`config.mk`:
```
export PLATFORM = sky130hd
export DESIGN_NAME = event_frame_unpacker_flat
export DESIGN_NICKNAME = d
export VERILOG_FILES = /design/src/rtl/event_frame_unpacker_if.sv /design/src/rtl/event_frame_unpacker.sv /design/src/flat_wrapper.sv
export SDC_FILE = /design/constraint.sdc
export NUM_CORES = 1
export LEC_CHECK = 0
export ABC_AREA = 1
export BUFFER_PORTS_ARGS = -buffer_cell sky130_fd_sc_hd__buf_2
export CAP_MARGIN = 20
export CORE_ASPECT_RATIO = 0.8
export CORE_MARGIN = 10
export CORE_UTILIZATION = 50
export DETAILED_ROUTE_END_ITERATION = 7
export GPL_TIMING_DRIVEN = 0
export MAX_ROUTING_LAYER = met4
export PLACE_DENSITY_LB_ADDON = 0.12
export SYNTH_ARGS = -nofsm -noshare
export SYNTH_HDL_FRONTEND = slang
export SYNTH_SLANG_ARGS = --single-unit
```
`constraint.sdc`:
```
create_clock -name clk -period 4 [get_ports clk]
set_clock_uncertainty 0.2 [all_clocks]
set_input_delay 0.4 -clock clk [delete_from_list [all_inputs] [get_ports clk]]
set_output_delay 0.4 -clock clk [all_outputs]
set_load 0.02 [all_outputs]
```
`src/rtl/event_frame_unpacker_if.sv`:
```
// Frame-word input, HPTDC FIFO write port and per-event status of the event frame unpacker.
// The unpacker takes the slave modport; the link/bench side takes the master modport.
interface event_frame_unpacker_if;
    logic [63:0] data_in;
    logic        data_valid;
    logic        data_ready;
    logic [31:0] data_out;
    logic        write_enable;
    logic        full;
    logic [3:0]  trigger_type;
    logic [23:0] lv1;
    logic [11:0] bx;
    logic [11:0] fec_id;
    logic [3:0]  fov;
    logic [12:0] word_count;
    logic        event_done;
    logic        length_error;
    logic        overflow_error;
    logic        header_error;

    modport slave (
        input  data_in, data_valid, full,
        output data_ready, data_out, write_enable, trigger_type, lv1, bx, fec_id, fov,
               word_count, event_done, length_error, overflow_error, header_error
    );

    modport master (
        output data_in, data_valid, full,
        input  data_ready, data_out, write_enable, trigger_type, lv1, bx, fec_id, fov,
               word_count, event_done, length_error, overflow_error, header_error
    );
endinterface

```
`src/rtl/event_frame_unpacker.sv`:
```
// Receive side of the 64-bit event frame stream: latches header fields, splits payload words
// into two 32-bit HPTDC writes with FIFO backpressure, and checks the trailer length.
module event_frame_unpacker #(
    parameter int MAX_PAYLOAD = 128,
    parameter int LEN_W       = 24
) (
    input  logic                   clk,
    input  logic                   rst,
    event_frame_unpacker_if.slave  bus
);
    localparam int PC_W = $clog2(MAX_PAYLOAD + 1);

    typedef enum logic [2:0] {
        S_HEADER,
        S_BODY,
        S_WR_HI,
        S_WR_LO,
        S_DRAIN
    } state_t;

    state_t            r_state;
    logic [12:0]       r_count;
    logic [PC_W-1:0]   r_payloadCount;
    logic [63:0]       r_word;
    logic [31:0]       r_dataOut;
    logic              r_writeEnable;
    logic [3:0]        r_triggerType;
    logic [23:0]       r_lv1;
    logic [11:0]       r_bx;
    logic [11:0]       r_fecId;
    logic [3:0]        r_fov;
    logic [12:0]       r_wordCount;
    logic              r_eventDone;
    logic              r_lengthError;
    logic              r_overflowError;
    logic              r_headerError;

    logic              w_ready;
    logic              w_accept;
    logic              w_isHeader;
    logic              w_isTrailer;
    logic [12:0]       w_countInc;
    logic              w_lengthMismatch;
    logic              w_latchHeader;

    assign w_ready     = (r_state == S_HEADER) || (r_state == S_BODY) || (r_state == S_DRAIN);
    assign w_accept    = bus.data_valid && w_ready;
    assign w_isHeader  = (bus.data_in[63:60] == 4'b1010);
    assign w_isTrailer = (bus.data_in[63:60] == 4'b1011);
    assign w_countInc  = (r_count == 13'h1FFF) ? r_count : r_count + 13'd1;
    assign w_lengthMismatch = (bus.data_in[32 +: LEN_W] != {{(LEN_W-13){1'b0}}, w_countInc});
    assign w_latchHeader = w_accept && w_isHeader && ((r_state == S_HEADER) || (r_state == S_BODY));

    always_ff @(posedge clk) begin
        if (rst) begin
            r_triggerType <= '0;
            r_lv1         <= '0;
            r_bx          <= '0;
            r_fecId       <= '0;
            r_fov         <= '0;
        end else if (w_latchHeader) begin
            r_triggerType <= bus.data_in[59:56];
            r_lv1         <= bus.data_in[55:32];
            r_bx          <= bus.data_in[31:20];
            r_fecId       <= bus.data_in[19:8];
            r_fov         <= bus.data_in[7:4];
        end
    end

    always_ff @(posedge clk) begin
        if (rst) begin
            r_state         <= S_HEADER;
            r_count         <= '0;
            r_payloadCount  <= '0;
            r_word          <= '0;
            r_dataOut       <= '0;
            r_writeEnable   <= 1'b0;
            r_wordCount     <= '0;
            r_eventDone     <= 1'b0;
            r_lengthError   <= 1'b0;
            r_overflowError <= 1'b0;
            r_headerError   <= 1'b0;
        end else begin
            r_writeEnable   <= 1'b0;
            r_eventDone     <= 1'b0;
            r_lengthError   <= 1'b0;
            r_overflowError <= 1'b0;
            r_headerError   <= 1'b0;
            unique case (r_state)
                S_HEADER: begin
                    if (w_accept) begin
                        if (w_isHeader) begin
                            r_count        <= 13'd1;
                            r_payloadCount <= '0;
                            r_state        <= S_BODY;
                        end else begin
                            r_headerError  <= 1'b1;
                        end
                    end
                end
                S_BODY: begin
                    if (w_accept) begin
                        if (w_isTrailer) begin
                            r_count       <= w_countInc;
                            r_wordCount   <= w_countInc;
                            r_eventDone   <= 1'b1;
                            r_lengthError <= w_lengthMismatch;
                            r_state       <= S_HEADER;
                        end else if (w_isHeader) begin
                            // Missing trailer: close the old event and start the new one in place
                            r_wordCount    <= r_count;
                            r_eventDone    <= 1'b1;
                            r_lengthError  <= 1'b1;
                            r_count        <= 13'd1;
                            r_payloadCount <= '0;
                        end else if (r_payloadCount == PC_W'(MAX_PAYLOAD)) begin
                            r_overflowError <= 1'b1;
                            r_count         <= w_countInc;
                            r_state         <= S_DRAIN;
                        end else begin
                            r_word          <= bus.data_in;
                            r_count         <= w_countInc;
                            r_payloadCount  <= r_payloadCount + 1'b1;
                            r_state         <= S_WR_HI;
                        end
                    end
                end
                S_WR_HI: begin
                    if (!bus.full) begin
                        r_writeEnable <= |r_word[63:32];
                        if (|r_word[63:32]) r_dataOut <= r_word[63:32];
                        r_state <= S_WR_LO;
                    end
                end
                S_WR_LO: begin
                    if (!bus.full) begin
                        r_writeEnable <= |r_word[31:0];
                        if (|r_word[31:0]) r_dataOut <= r_word[31:0];
                        r_state <= S_BODY;
                    end
                end
                S_DRAIN: begin
                    if (w_accept) begin
                        r_count <= w_countInc;
                        if (w_isTrailer) begin
                            r_wordCount   <= w_countInc;
                            r_eventDone   <= 1'b1;
                            r_lengthError <= 1'b1;
                            r_state       <= S_HEADER;
                        end
                    end
                end
                default: r_state <= S_HEADER;
            endcase
        end
    end

    assign bus.data_ready     = w_ready;
    assign bus.data_out       = r_dataOut;
    assign bus.write_enable   = r_writeEnable;
    assign bus.trigger_type   = r_triggerType;
    assign bus.lv1            = r_lv1;
    assign bus.bx             = r_bx;
    assign bus.fec_id         = r_fecId;
    assign bus.fov            = r_fov;
    assign bus.word_count     = r_wordCount;
    assign bus.event_done     = r_eventDone;
    assign bus.length_error   = r_lengthError;
    assign bus.overflow_error = r_overflowError;
    assign bus.header_error   = r_headerError;
endmodule

```
`src/flat_wrapper.sv`:
```
// flat-port wrapper written by rule: the top's interface ports become plain ports
module event_frame_unpacker_flat 
#(
    parameter int MAX_PAYLOAD = 128,
    parameter int LEN_W       = 24
)
  (clk, rst, bus_data_in, bus_data_valid, bus_full, bus_data_ready, bus_data_out, bus_write_enable, bus_trigger_type, bus_lv1, bus_bx, bus_fec_id, bus_fov, bus_word_count, bus_event_done, bus_length_error, bus_overflow_error, bus_header_error);
  event_frame_unpacker_if bus_i ();
  input  logic clk;
  input  logic rst;
  input wire logic [$bits(bus_i.data_in)-1:0] bus_data_in;
  input wire logic [$bits(bus_i.data_valid)-1:0] bus_data_valid;
  input wire logic [$bits(bus_i.full)-1:0] bus_full;
  output wire logic [$bits(bus_i.data_ready)-1:0] bus_data_ready;
  output wire logic [$bits(bus_i.data_out)-1:0] bus_data_out;
  output wire logic [$bits(bus_i.write_enable)-1:0] bus_write_enable;
  output wire logic [$bits(bus_i.trigger_type)-1:0] bus_trigger_type;
  output wire logic [$bits(bus_i.lv1)-1:0] bus_lv1;
  output wire logic [$bits(bus_i.bx)-1:0] bus_bx;
  output wire logic [$bits(bus_i.fec_id)-1:0] bus_fec_id;
  output wire logic [$bits(bus_i.fov)-1:0] bus_fov;
  output wire logic [$bits(bus_i.word_count)-1:0] bus_word_count;
  output wire logic [$bits(bus_i.event_done)-1:0] bus_event_done;
  output wire logic [$bits(bus_i.length_error)-1:0] bus_length_error;
  output wire logic [$bits(bus_i.overflow_error)-1:0] bus_overflow_error;
  output wire logic [$bits(bus_i.header_error)-1:0] bus_header_error;
  assign bus_i.data_in = bus_data_in;
  assign bus_i.data_valid = bus_data_valid;
  assign bus_i.full = bus_full;
  assign bus_data_ready = bus_i.data_ready;
  assign bus_data_out = bus_i.data_out;
  assign bus_write_enable = bus_i.write_enable;
  assign bus_trigger_type = bus_i.trigger_type;
  assign bus_lv1 = bus_i.lv1;
  assign bus_bx = bus_i.bx;
  assign bus_fec_id = bus_i.fec_id;
  assign bus_fov = bus_i.fov;
  assign bus_word_count = bus_i.word_count;
  assign bus_event_done = bus_i.event_done;
  assign bus_length_error = bus_i.length_error;
  assign bus_overflow_error = bus_i.overflow_error;
  assign bus_header_error = bus_i.header_error;
  event_frame_unpacker #(.MAX_PAYLOAD(MAX_PAYLOAD), .LEN_W(LEN_W)) u_core (.clk(clk), .rst(rst), .bus(bus_i));
endmodule
```
* Word-level counts from Yosys, hierarchy flattened *
Index checks and enable logic that the tools add are counted.

storage, ports and cells
  flip-flop bits (word level) = 194
  bits of input ports = 68
  output and inout port bits = 107
  word-level logic and storage cells = 117

cells by class
  equality and inequality tests = 22
  mux-type cells = 51
  bitwise gates (word level) = 6
  add/subtract/negate cells = 2
  reductions and logical operators = 20

operator list
  operator                                                                 count
  13-bit two-way mux                                                       12
  32-bit two-way mux                                                       4
  32-bit case mux with 2 select lines                                      1
  32-bit OR reduction                                                      2
  8-bit two-way mux                                                        6
  13-bit case mux with 3 select lines                                      1
  3-bit two-way mux                                                        10
  13-bit case mux with 2 select lines                                      1
  24-bit by 13-bit inequality test with 1-bit output                       1
  5-bit AND reduction                                                      4
  8-bit case mux with 2 select lines                                       1
  3-bit case mux with 5 select lines                                       1
  2-bit by 1-bit inequality test with 1-bit output, second input constant  7
  13-bit by 1-bit adder with 13-bit output, second input constant          1
  13-bit == test, second input constant                                    1
  1-bit two-way mux                                                        11
  8-bit by 1-bit adder with 8-bit output, second input constant            1
  4-bit == test, second input constant                                     2
  8-bit == test, second input constant                                     1
  8-bit AND reduction                                                      1
  3-bit by 2-bit == test with 1-bit output, second input constant          2
  2-bit inequality test, second input constant                             3
  1-bit NOT                                                                6
  1-bit case mux with 2 select lines                                       3
  other kinds (13)                                                         18

* Depth between registers and ports, before layout *
  depth after elaboration = 6
  depth in mapped cells = 15
  mapped depth without buffers = 14

* Worst setup path before layout *
OpenSTA, ideal clock, no wires.

  path type = flip-flop to flip-flop
  from = register u_core.r_count[1]
  to = register u_core.r_lengthError, in the netlist u_core.bus.length_error
  setup time = 109 ps
  stages on the path, launching flop included = 14
  data required time = 3691 ps
  setup slack = 2046 ps
  arrival = 1645 ps
  cell sequence = dfxtp_1 > ha_1 > nand3_1 > nor2_2 > nand2_2 > buf_6 > nand2_2 > nand2_1 > nand2_1 > nand4_1 > nor2_1 > nand3_1 > nand2_1 > inv_1

on the way
  longest elaborated chain between the ends = 6
  elaborated cells on any way between the ends = 7

ends and longest elaborated chain
  element                                                                            line                         RTL
  start: declaration                                                                 event_frame_unpacker.sv:22   logic [12:0] r_count;
  start signal: assignment                                                           event_frame_unpacker.sv:104  r_count <= w_countInc;
  start signal: assignment                                                           event_frame_unpacker.sv:118  r_count <= w_countInc;
  start signal: assignment                                                           event_frame_unpacker.sv:122  r_count <= w_countInc;
  13-bit by 1-bit adder with 13-bit output / 13-bit == test (equally long branches)  event_frame_unpacker.sv:50   assign w_countInc = (r_count == 13'h1FFF) ? r_count : r_count + 13'd1;
  13-bit two-way mux *                                                               event_frame_unpacker.sv:50
  24-bit by 13-bit inequality test with 1-bit output *                               event_frame_unpacker.sv:51   assign w_lengthMismatch = (bus.data_in[32 +: LEN_W] != {{(LEN_W-13){1'b0}}, w_countInc});
  1-bit two-way mux *                                                                event_frame_unpacker.sv:103  if (w_isTrailer) begin
  1-bit two-way mux *                                                                event_frame_unpacker.sv:102  if (w_accept) begin
  1-bit case mux with 2 select lines *                                               event_frame_unpacker.sv:89   unique case (r_state)
  end signal: assignment                                                             event_frame_unpacker.sv:107  r_lengthError <= w_lengthMismatch;
  end: declaration                                                                   event_frame_unpacker.sv:34   logic r_lengthError;

Every way passes the cells marked *; elsewhere a longest branch is shown, timed or not.
A chain may end at the register's enable or synchronous reset.

* Final worst setup path *
Same ends and word-level chain as after synthesis.

==> impl_metrics.py <==
metrics = {
    "route": {
        "via_per_inst": 5.436,
        "ant_nets": 0,
        "drt-pass1-iter-count": 6,
        "dr_total_vias": 8839,
        "drc": 0,
        "drt-total-wl_um": 29040,
        "drtIter0Drc": 976,
        "wire_per_inst_um": 17.86,
    },
    "clock_tree": {
        "clockBufferDepth": 2,
        "clkTransAtPathRegs_ns": 0.07,
        "cts_resized": 0,
        "cts_max_level": 4,
        "clk_latency_ns": 0.44,
        "cts.sinks": 194,
        "cts_buffers": 17,
        "postCtsHoldBufs": 0,
        "cts_tree": "done",
        "root_buffer": "clkbuf_16",
        "cts_setup_buffers": 0,
    },
    "critical_path": {
        "required_ns": 4.14,
        "slowest_stage": "dfxtp_1",
        "worstSetupStartpoint": "u_core.r_count[1]$_SDFFE_PP0P_",
        "path_cells": "ha_1 > nand3_1 > nor2_2 > nand2_2 > buf_6 > nand2_2 > nand2_1 > nand2_1 > nand4_1 > nor2_1 > nand3_1 > nand2_1 > inv_1",
        "critPathArrivalTime_ns": 2.66,
        "cp_max_fo": 10,
        "cp_common_cell": "nand2_1",
        "r2r-start": "u_core.r_count[1]$_SDFFE_PP0P_",
        "startpoint_type": "flip-flop",
        "slowest_delay_ns": 0.48,
        "end_kind": "flip-flop",
        "worstSetupPathType": "flip-flop to flip-flop",
    },
    "floorplanning": {
        "fp-row-count": 42,
        "die_y_um": 137.7,
        "io_pins": 175,
        "dieArea_sq_mm": 0.02300,
        "start_util_pct": 51.63,
        "core-area_sq_mm": 0.01676,
        "dieWidth_um": 167.1,
    },
    "global_routing": {
        "antenna_found_initial": 4,
        "grt_pass1_wl_um": 44880,
        "grt_max_degree": 17,
        "grt_usage_pct": 25.15,
        "grt_pass1_vias": 8207,
        "overflow": 0,
    },
    "sta": {
        "setup-tns-final_ns": 0,
        "setup_viol": 0,
        "period_share_pct": 63.13,
        "final.setup.worst_slack_ns": 1.475,
        "slew_viol_final": 0,
        "rsz0062_at_grt": "no",
        "tightest_slew_ns": 0.6695,
        "max_slew_margin_pct": 55.36,
        "fmax_ghz": 0.3960,
        "hold_viol": 0,
        "layout_min_cycle_time_ns": 2.525,
    },
    "placement": {
        "portBuffers": 174,
        "gp_congestion": 1.004,
        "place_inst": 1591,
        "placed_cell_area_sq_mm": 0.009801,
        "dpl.hpwl_um": 22800,
        "post-place-ws_ns": 1.568,
    },
    "yosys": {
        "yosysWarnings": 0,
        "synthCells": 1197,
        "syn_avg_cell_area_sq_um": 7.230,
        "synthDistinctLibCells": 42,
        "ys_async_sr_fraction_pct": 0,
        "ys_ff_latch": 194,
        "synth_edf_count": 0,
        "synth_nets": 1268,
        "synthFlopType": "dfxtp_1",
        "netlist_area_sq_mm": 0.008655,
        "synth_seq_area_share_pct": 44.87,
    },
    "final_layout": {
        "nets": 1461,
        "fin_cells": 1626,
        "drive_above_1_share_pct": 18.47,
        "fin_area_sq_mm": 0.01038,
        "syn2layout_area_growth_pct": 19.91,
    },
    "power": {
        "sw_frac_of_total_pct": 37.86,
        "ir_drop_mv": 0.3407,
        "p_leak_nw": 4.500,
        "power.share.sequential_pct": 39.0,
        "power_density_mw_per_mm2": 578.1,
        "power_mw": 6.000,
        "p_clk_share_pct": 27.7,
        "combPwrFrac_pct": 33.3,
        "p_sw_mw": 2.271,
        "intPower_mw": 3.728,
    },
    "min_path": {
        "hold_class": "primary input to flip-flop",
        "hp-start": "bus_data_in[30]",
    },
    "run": {
        "drv_cap": 0,
    },
    "run_status": {
        "status": "finished, final reports clean",
    },
}
## through the flow
step                      hold WS [ns]  util (%)
final                          0.01565     61.90
after global routing           0.02175     61.90
after CTS                     0.007425     61.85
after detailed placement        0.2581     58.46
after global placement          0.2536     58.46
after floorplan                 0.2386         -
## path summary, 6_finish.rpt
kind / to / slack, ns / depth (start not counted)
min reg2reg: u_core.r_word[12]$_SDFFE_PP0P_ / 0.27 / 2
max: u_core.bus.length_error$_SDFF_PP0_ / 1.47 / 13
max reg2reg: u_core.bus.length_error$_SDFF_PP0_ / 1.47 / 13
min: u_core.bus.bx[10]$_SDFFE_PP0P_ / 0.02 / 3
## cell type report
| cell class | count | area (sq um) |
|---|---|---|
| Buffer | 80 | 384.1 |
| Multi-Input combinational cell | 837 | 4059 |
| Inverter | 86 | 327.8 |
| Fill cell | 1652 | 6386 |
| Sequential cell | 194 | 3884 |
| Timing Repair Buffer | 174 | 870.8 |
| Clock buffer | 23 | 488.0 |
| Antenna cell | 4 | 10.01 |
| Tap cell | 220 | 275.3 |
| Clock inverter | 8 | 78.83 |
## per-layer routing
metal  part of all wire [%]  routed length, um  track usage (%)  vias up
met5                      0                  0                -        -
li1                       -                  -                -     4394
met3                     10               2939            6.805       37
met1                     49              14090            35.59     4020
met4                    1.7                489            7.546        0
met2                     40              11530            33.88      388
## synth_stat cells, types with 12 or more instances
library cell / number / area share (%)
buf_2: 16 / 0.93
nand4_1: 12 / 0.87
clkbuf_1: 53 / 2.3
a21oi_1: 95 / 5.5
nand3b_1: 32 / 2.8
nor4_1: 51 / 3.7
nand2_1: 182 / 7.9
nand3_1: 34 / 2.0
a211oi_1: 15 / 1.3
o21ai_0: 139 / 8.0
inv_1: 74 / 3.2
o21ai_1: 20 / 1.2
nor2_1: 205 / 8.9
dfxtp_1: 194 / 45
## logic make-up (layout without fill, tap and decap cells)
group	count (synthesis)	in the layout	synth area share, %
and+or+nand+nor	542	542	28.08
muxes	2	2	0.2602
other	0	4	0
xor gates and xnor gates	7	7	0.7084
adders and majority gates	3	3	0.4338
buffers and inverters	166	371	8.226
AOI/OAI and AO/OA	283	283	17.42
DFF	194	194	44.87
## cells in the final DEF, fill, tap and decap left out, types with 17 or more instances in the layout
| master | n |
|---|---|
| dfxtp_1 | 194 |
| inv_1 | 74 |
| o21ai_0 | 139 |
| clkbuf_16 | 17 |
| buf_2 | 190 |
| clkbuf_1 | 55 |
| a21oi_1 | 95 |
| nand2_1 | 182 |
| nand3_1 | 34 |
| nor2_1 | 205 |
| nor4_1 | 51 |
| o21ai_1 | 20 |
| nand3b_1 | 32 |
## worst max-delay path: cells and delay by family, from the launching register on
kind                       cells  cell delay, ns
and+or+nand+nor               10            1.22
buffers and inverters          2            0.21
adders and majority gates      1            0.29
DFF                            1            0.48
## state kept, by name, indices dropped and copies added (netlist names)
name / flops
u_core.bus.bx: 12
u_core.bus.data_out: 32
u_core.bus.event_done: 1
u_core.bus.fec_id: 12
u_core.bus.fov: 4
u_core.bus.header_error: 1
u_core.bus.length_error: 1
u_core.bus.lv1: 24
u_core.bus.overflow_error: 1
u_core.bus.trigger_type: 4
u_core.bus.word_count: 13
u_core.bus.write_enable: 1
u_core.r_count: 13
u_core.r_payloadCount: 8
u_core.r_state: 3
u_core.r_word: 64
## power by group through the flow
| stage | Clock [mW] | Sequential [mW] | Combinational (mW) |
|---|---|---|---|
| floorplan | 0 | 2.48 | 1.27 |
| global placement | 0 | 2.37 | 1.94 |
| detailed placement | 0 | 2.38 | 1.96 |
| CTS | 1.68 | 2.34 | 1.97 |
| global route | 1.77 | 2.36 | 2.22 |
| finish | 1.66 | 2.34 | 2.00 |
Power figures use the tool's default switching activity.
